<file path="src/rtl/alu_iter.sv">
// Registered 6502-style ALU with BCD add/sub and N-bit iterative shifts; 1 cycle latency, n+1 for SHLN/SHRN.
// One request in flight; results are held in DONE until out_ready, and in_ready is low while busy.
module alu_iter #(
  parameter int WIDTH   = 8,
  parameter int SHAMT_W = 3
) (
  input  logic               clk,
  input  logic               rst_n,
  input  logic               in_valid,
  output logic               in_ready,
  input  logic [3:0]         op,
  input  logic               decimal,
  input  logic               carry_in,
  input  logic [WIDTH-1:0]   input_a,
  input  logic [WIDTH-1:0]   input_b,
  output logic               out_valid,
  input  logic               out_ready,
  output logic [WIDTH-1:0]   alu_out,
  output logic               carry_out,
  output logic               overflow_out,
  output logic               zero_out,
  output logic               negative_out
);

  localparam int NIB = WIDTH / 4;

  localparam logic [3:0] OP_ADD  = 4'd0;
  localparam logic [3:0] OP_SUB  = 4'd1;
  localparam logic [3:0] OP_AND  = 4'd2;
  localparam logic [3:0] OP_OR   = 4'd3;
  localparam logic [3:0] OP_XOR  = 4'd4;
  localparam logic [3:0] OP_SHL  = 4'd5;
  localparam logic [3:0] OP_SHR  = 4'd6;
  localparam logic [3:0] OP_ROL  = 4'd7;
  localparam logic [3:0] OP_ROR  = 4'd8;
  localparam logic [3:0] OP_SHLN = 4'd9;
  localparam logic [3:0] OP_SHRN = 4'd10;

  typedef enum logic [1:0] {S_IDLE, S_SHIFT, S_DONE} state_t;

  state_t             state_q, state_d;
  logic [WIDTH-1:0]   res_q, res_d;
  logic               c_q, c_d, v_q, v_d, z_q, z_d, n_q, n_d;
  logic [SHAMT_W-1:0] cnt_q, cnt_d;
  logic               dir_q, dir_d;
  logic               flags_ok;

  logic [WIDTH-1:0]   b_eff;
  logic [WIDTH:0]     bsum;
  logic [WIDTH:0]     dec;

  // Nibble-serial decimal correction; carry ripples from the low digit upward.
  function automatic logic [WIDTH:0] bcd_calc(input logic [WIDTH-1:0] a,
                                              input logic [WIDTH-1:0] b,
                                              input logic             cin,
                                              input logic             sub);
    logic [WIDTH-1:0] r;
    logic             c;
    logic [4:0]       t;
    r = '0;
    c = cin;
    for (int i = 0; i < NIB; i++) begin
      if (sub) begin
        t = {1'b0, a[4*i +: 4]} + {1'b0, ~b[4*i +: 4]} + {4'b0000, c};
        c = t[4];
        if (!t[4]) t = t - 5'd6;
      end else begin
        t = {1'b0, a[4*i +: 4]} + {1'b0, b[4*i +: 4]} + {4'b0000, c};
        if (t > 5'd9) begin
          t = t + 5'd6;
          c = 1'b1;
        end else begin
          c = 1'b0;
        end
      end
      r[4*i +: 4] = t[3:0];
    end
    return {c, r};
  endfunction

  assign b_eff = (op == OP_SUB) ? ~input_b : input_b;
  assign bsum  = {1'b0, input_a} + {1'b0, b_eff} + {{WIDTH{1'b0}}, carry_in};
  assign dec   = bcd_calc(input_a, input_b, carry_in, op == OP_SUB);

  always_ff @(posedge clk or negedge rst_n) begin
    if (!rst_n) begin
      state_q <= S_IDLE;
      res_q   <= '0;
      c_q     <= 1'b0;
      v_q     <= 1'b0;
      z_q     <= 1'b0;
      n_q     <= 1'b0;
      cnt_q   <= '0;
      dir_q   <= 1'b0;
    end else begin
      state_q <= state_d;
      res_q   <= res_d;
      c_q     <= c_d;
      v_q     <= v_d;
      z_q     <= z_d;
      n_q     <= n_d;
      cnt_q   <= cnt_d;
      dir_q   <= dir_d;
    end
  end

  always_comb begin
    state_d  = state_q;
    res_d    = res_q;
    c_d      = c_q;
    v_d      = v_q;
    z_d      = z_q;
    n_d      = n_q;
    cnt_d    = cnt_q;
    dir_d    = dir_q;
    flags_ok = 1'b1;
    case (state_q)
      S_IDLE: begin
        if (in_valid) begin
          state_d = S_DONE;
          res_d   = input_a;
          c_d     = carry_in;
          v_d     = 1'b0;
          case (op)
            OP_ADD, OP_SUB: begin
              res_d = decimal ? dec[WIDTH-1:0] : bsum[WIDTH-1:0];
              c_d   = decimal ? dec[WIDTH] : bsum[WIDTH];
              // V always reflects the uncorrected binary sum, even in decimal mode.
              v_d   = (input_a[WIDTH-1] == b_eff[WIDTH-1]) &&
                      (bsum[WIDTH-1] != input_a[WIDTH-1]);
            end
            OP_AND: res_d = input_a & input_b;
            OP_OR:  res_d = input_a | input_b;
            OP_XOR: res_d = input_a ^ input_b;
            OP_SHL: begin
              res_d = {input_a[WIDTH-2:0], 1'b0};
              c_d   = input_a[WIDTH-1];
            end
            OP_SHR: begin
              res_d = {1'b0, input_a[WIDTH-1:1]};
              c_d   = input_a[0];
            end
            OP_ROL: begin
              res_d = {input_a[WIDTH-2:0], carry_in};
              c_d   = input_a[WIDTH-1];
            end
            OP_ROR: begin
              res_d = {carry_in, input_a[WIDTH-1:1]};
              c_d   = input_a[0];
            end
            OP_SHLN, OP_SHRN: begin
              cnt_d = input_b[SHAMT_W-1:0];
              dir_d = (op == OP_SHRN);
              if (input_b[SHAMT_W-1:0] != '0) state_d = S_SHIFT;
            end
            default: begin
              flags_ok = 1'b0;
              c_d      = 1'b0;
            end
          endcase
          z_d = flags_ok && (res_d == '0);
          n_d = flags_ok && res_d[WIDTH-1];
        end
      end
      S_SHIFT: begin
        if (dir_q) begin
          res_d = {1'b0, res_q[WIDTH-1:1]};
          c_d   = res_q[0];
        end else begin
          res_d = {res_q[WIDTH-2:0], 1'b0};
          c_d   = res_q[WIDTH-1];
        end
        cnt_d = cnt_q - 1'b1;
        z_d   = (res_d == '0);
        n_d   = res_d[WIDTH-1];
        if (cnt_q == 1) state_d = S_DONE;
      end
      S_DONE: begin
        if (out_ready) state_d = S_IDLE;
      end
      default: state_d = S_IDLE;
    endcase
  end

  always_comb begin
    in_ready     = (state_q == S_IDLE);
    out_valid    = (state_q == S_DONE);
    alu_out      = res_q;
    carry_out    = c_q;
    overflow_out = v_q;
    zero_out     = z_q;
    negative_out = n_q;
  end

endmodule
</file>
<file path="config.mk">
export PLATFORM = sky130hd
export DESIGN_NAME = alu_iter
export DESIGN_NICKNAME = d
export VERILOG_FILES = /design/src/rtl/alu_iter.sv
export SDC_FILE = /design/constraint.sdc
export NUM_CORES = 1
export LEC_CHECK = 0
export ABC_AREA = 0
export BUFFER_PORTS_ARGS = -buffer_cell sky130_fd_sc_hd__buf_4
export CAP_MARGIN = 20
export CORE_ASPECT_RATIO = 1.5
export CORE_MARGIN = 2
export CORE_UTILIZATION = 39
export CTS_CLUSTER_DIAMETER = 120
export DETAILED_ROUTE_END_ITERATION = 12
export PLACE_DENSITY_LB_ADDON = 0.1
export SLEW_MARGIN = 30
export SYNTH_ARGS = -nofsm -noshare
export SYNTH_HDL_FRONTEND = slang
export SYNTH_SLANG_ARGS = --single-unit
</file>
<file path="constraint.sdc">
create_clock -name clk -period 1.9 [get_ports clk]
set_clock_uncertainty 0.2 [all_clocks]
set_input_delay 0.38 -clock clk [delete_from_list [all_inputs] [get_ports clk]]
set_output_delay 0.38 -clock clk [all_outputs]
set_load 0.03 [all_outputs]
</file>
==> Yosys cells after proc, flatten, opt, wreduce, memory -nomap -nowiden <==
Cells that the tools add are included.
W data, S select, Z words.
{ "totals": {"ff_bits": 18, "input_bits": 26, "out_inout_bits": 14, "elab_cells": 111} }
{ "classes": {"add_sub_neg": 15, "magnitude_cmp": 2, "n_eq_ne": 19, "muxes": 41, "bitwise": 6, "n_reduce_logical": 20} }
{ "op_table": {"columns": ["op", "n"], "rows": [
  ["$pmux W8 S8", 1],
  ["$mux W8", 7],
  ["$mux W4", 6],
  ["$add A4 B4 Y5", 4],
  ["$add A5 B1 Y5", 4],
  ["$eq A4 B3 Y1 const B", 4],
  ["$logic_not A8 Y1", 2],
  ["$pmux W8 S2", 1],
  ["$mux W1", 13],
  ["$eq A4 B4 Y1 const B", 3],
  ["$reduce_or A11 Y1", 1],
  ["$gt A5 B4 Y1 const B", 2],
  ["$mux W2", 5],
  ["$add A8 B8 Y9", 1],
  ["$add A9 B1 Y9", 1],
  ["$reduce_and A3 Y1", 3],
  ["$add A4 B3 Y4 const B", 2],
  ["$and A8 B8 Y8", 1],
  ["$eq A4 B2 Y1 const B", 2],
  ["$not A4 Y4", 2],
  ["$not A8 Y8", 1],
  ["$or A8 B8 Y8", 1],
  ["$reduce_or A2 Y1", 4],
  ["$sub A4 B3 Y4 const B", 2],
  ["other kinds (22)", 30]
]} }

==> Longest topological paths before layout <==
{ "depth": {"word_depth": 17, "mapped_depth": 23} }

==> Worst setup path before layout <==
No wires, ideal clock.
{ "synth_timing": {"kind": "input port to flip-flop", "startpoint": "input port carry_in", "endpoint": "register z_q, in the netlist zero_out", "setup_ns": 0.095, "t_arrival_ns": 4.377, "required_ns": 1.605, "setup_slack_ns": -2.773, "path_stages": 21, "path_buffers": 0, "cell_sequence": "inv_1 -> fa_1 -> nand3b_1 -> nand2_1 -> xor2_1 -> o21ai_0 -> nand3_1 -> o21ai_0 -> fa_1 -> inv_1 -> fa_1 -> inv_1 -> ha_1 -> nand2_1 -> o31ai_4 -> nor4b_1 -> or4_1 -> nand4_1 -> a21oi_1 -> nand4b_1 -> o31ai_1"} }
{ "synth_between": {"elab_chain_len": 16} }
{ "synth_rtl": {"columns": ["item", "line", "rtl"], "rows": [
  ["start: declaration", "13", "input logic carry_in,"],
  ["$add A5 B1 Y5", "68", "t = {1'b0, a[4*i +: 4]} + {1'b0, b[4*i +: 4]} + {4'b0000, c};"],
  ["$gt A5 B4 Y1", "69", "if (t > 5'd9) begin"],
  ["$mux W1", "69", null],
  ["$mux W1", "63", "if (sub) begin"],
  ["$add A5 B1 Y5 (on tied branches)", "68, 64", null],
  ["$add A4 B3 Y4, or another cell as far along", "70", "t = t + 5'd6;"],
  ["$mux W4 (on tied branches)", "69, 66", null],
  ["$mux W4", "63", null],
  ["$mux W8", "126", "res_d = decimal ? dec[WIDTH-1:0] : bsum[WIDTH-1:0];"],
  ["$pmux W8 S8 (*)", "124", "case (op)"],
  ["$mux W8 (*)", "119", "if (in_valid) begin"],
  ["$mux W8 (*)", "117", "case (state_q)"],
  ["$logic_not A8 Y1 (*)", "161", "z_d = flags_ok && (res_d == '0);"],
  ["$logic_and A1 B1 Y1 (*)", "161", null],
  ["$mux W1 (*)", "119", null],
  ["$pmux W1 S2 (*)", "117", null],
  ["end signal: assignment", "100", "z_q <= z_d;"],
  ["end: declaration", "43", "logic c_q, c_d, v_q, v_d, z_q, z_d, n_q, n_d;"]
]} }
Mark *: on every way between the ends. The rest lies on a longest branch, timed or not. The select of a mux whose other input is x is not followed.
A chain may end at the register's enable or synchronous reset.

==> Worst setup path in the final report <==
Same ends and word-level chain as after synthesis.

==> impl_metrics.ini <==
[critical_path]
worst_path_largest_cell_delay_ps = 500
endpoint_kind = flop
worstRegToRegCells = 8
r2r_end = zero_out
cp_data_arrival_time_ps = 4220
cp-start-kind = input pin
cp_max_fo = 3
crit_slowest_cell = or4_1
worstSetupPathType = in2reg
cpMostUsedCell = fa_2
crit_required_ps = 1860
cp.buffers_inverters = 5
reg2reg_slack_ps = 60
path_cells = buf_8 > clkinvlp_4 > fa_2 > inv_2 > fa_2 > o21ai_2 > nand3_1 > o21ai_2 > fa_2 > inv_2 > fa_2 > xor2_4 > inv_2 > ha_4 > nand2_4 > o31ai_4 > nor4b_2 > or4_1 > nand4_1 > a21oi_2 > nand4b_1 > o31ai_2
cp_top_family = adder cells
reg2reg_from = state_q[0]

[finish]
area.growth.synth_to_final_pct = 56.0
final_nets = 694
ff_latch_area_um2 = 450
final_cells = 732
layout_common_cells = buf_4 (175), nor2_1 (36), a21oi_1 (32), ha_1 (32), inv_1 (30)
drive_above_1_share = 0.444
multi_input_area_um2 = 3050
fill_cells = 819
insertedDiodeCount = 0
final_common_cell = buf_4

[clock_network]
clk_pin_slew_ps = 60
clockRootBuffer = clkbuf_16
cts_tree = yes
cts_sinks = 18
cts_max_level = 1
clockBufferDepth = 2
cts_made_buffers = 3
worstSkewPairLatency_ps = 250

[grt]
grt-ovfl-total = 0
antenna_found_initial = 0
grt_max_degree = 35
first_global_vias = 4037
grtUsageTotal = 0.250
grt_pass1_wl_um = 19000

[timing]
period_needed_ps = 4260
layout_setup_ws_ps = -2360
drv_slew = 0
worstMarginPinSlew_ps = 592
rsz0062_at_grt = yes
setup_viol = 12
clock.fmax_ghz = 0.235
slew_headroom = 0.605
period_share = 2.24
hold_violations = 0

[power_and_ir_drop]
pwr-share-comb = 0.719
ir_drop_uv = 782
p_per_area_nw_per_um2 = 784
p_seq_frac = 0.167
internal_power_uw = 2320
power.net_switching_uw = 1910
power.leakage_uw = 0.00252
swShare = 0.451
clkPwrFrac = 0.114

[synthesis]
syn_area_um2 = 3460
synth_cell_types = 75
async_reset_ff_frac = 1.00
ys_seq_area_frac = 0.130
synth-seq-cells = 18
syn_inst = 453
yosysWarnings = 0
synth_ff_type = dfrtp_1
synth_edf_count = 0
synth_nets = 524
avgSynthCellArea_um2 = 7.63

[worst_hold_path]
hp-start = out_ready
hold_depth = 4
hp-class = in2reg
holdPathEnd = state_q[1]

[outcome]
outcome = finished, violations left
violations = negative setup slack

[route]
via_count = 4033
via_per_inst = 5.51
avgRoutedWirePerCell_um = 16.6
first_pass_iters = 5
wirelength_um = 12200
drt_drc_violations_left = 0
ant_nets = 0
dr.first_iter.drc_count = 184

[floorplan]
die_h_um = 119
fp.dieArea_um2 = 9650
row_count = 42
start_util = 0.396
dieWidth_um = 80.9
pin_count = 40
core_area_um2 = 8720

[place]
place_hpwl_um = 9960
dp.cells = 713
place_ws_ps = -2720
port_buffers = 39
place_congestion = 0.938

[job]
drv_cap = 0
-- worst register-to-register path, delay by kind of cell, from the launching register on --
family,cells,cell delay [ps]
DFF,1,380
AOI/OAI and AO/OA,2,310
buffers and inverters,1,90
and+or+nand+nor,5,770
-- timing repair --
| action | in CTS | in global routing |
|---|---|---|
| cloned | 0 | 1 |
| buffers inserted | 7 | 8 |
| setup endpoints to repair | 18 | 16 |
| hold buffers | 1 | 0 |
| gates resized for setup | 24 | 42 |
| endpoints found under the hold margin | 18 | 0 |
| pin swaps | 25 | 23 |
-- cell usage after synthesis, types with 5 or more instances --
cell | n | share of area
nor2_1 | 41 | 0.045
nand2b_1 | 7 | 0.013
fa_1 | 10 | 0.058
nand3b_1 | 6 | 0.013
nor2b_1 | 8 | 0.014
dfrtp_1 | 18 | 0.13
o21ai_0 | 27 | 0.039
a31oi_1 | 16 | 0.029
a21oi_1 | 36 | 0.052
ha_1 | 35 | 0.13
o31ai_1 | 5 | 0.011
a211oi_1 | 7 | 0.015
nand3_1 | 12 | 0.017
nand2_1 | 31 | 0.034
mux2i_1 | 14 | 0.041
inv_1 | 40 | 0.043
nor3_1 | 9 | 0.013
buf_1 | 5 | 0.0054
xnor2_1 | 19 | 0.048
buf_2 | 10 | 0.014
-- flip-flops by register name, summed over array words and instances, names as in the netlist --
register,flops
alu_out,8
cnt_q,3
state_q,2
carry_out,1
dir_q,1
negative_out,1
overflow_out,1
zero_out,1
-- per-layer routing --
metal | vias up | routed length [µm] | global-route usage
li1 | 1960 | - | -
met1 | 1922 | 4530 | 0.261
met2 | 112 | 6690 | 0.482
met3 | 39 | 433 | 0.0174
met4 | 0 | 524 | 0.121
met5 | - | 0 | 0
-- worst max-delay path by stage --
stage,from,endpoint,slack [ps],depth (start not counted)
2_1_floorplan,input_a[0],zero_out,-2360,21
4_1_cts,carry_in,zero_out,-2370,22
3_5_place_dp,input_a[0],zero_out,-2720,20
3_3_place_gp,input_a[0],zero_out,-2610,22
6_report,carry_in,zero_out,-2360,22
5_1_grt,carry_in,zero_out,-2580,22
-- through the flow --
stage          utilization  area, µm²  total power, µW  hold slack [ps]  setup TNS, ps
2_1_floorplan            -       3580             2330             -116         -17910
3_3_place_gp         0.558       4870             3420             63.9         -25070
3_5_place_dp         0.558       4870             3480             68.4         -25780
4_1_cts              0.585       5100             4060              289         -19210
5_1_grt              0.618       5390             4520              340         -20550
6_report             0.618       5390             4220              297         -18710
-- power groups by stage --
stage / combinational, µW / clock [µW] / sequential (µW)
floorplan: 1460 / 0 / 872
global placement: 2720 / 0 / 704
detailed placement: 2770 / 0 / 712
CTS: 2870 / 482 / 706
global route: 3290 / 498 / 732
finish: 3040 / 482 / 706
-- cells by family after synthesis --
family                     after synthesis  share of synthesized area
buffers and inverters                   64                     0.0825
muxes                                   17                     0.0503
DFF                                     18                      0.130
and+or+nand+nor                        148                      0.222
adders and majority gates               45                      0.185
xor gates and xnor gates                24                     0.0630
AOI/OAI and AO/OA                      137                      0.267
-- cell type report --
class / count / share of cell area
multi-input cells: 371 / 0.565
clock buffers: 4 / 0.0165
inverters: 41 / 0.0306
repair buffers: 188 / 0.278
well taps: 110 / 0.0255
flip-flops and latches: 18 / 0.0836
No activity file was read; power rests on OpenSTA's default activity.
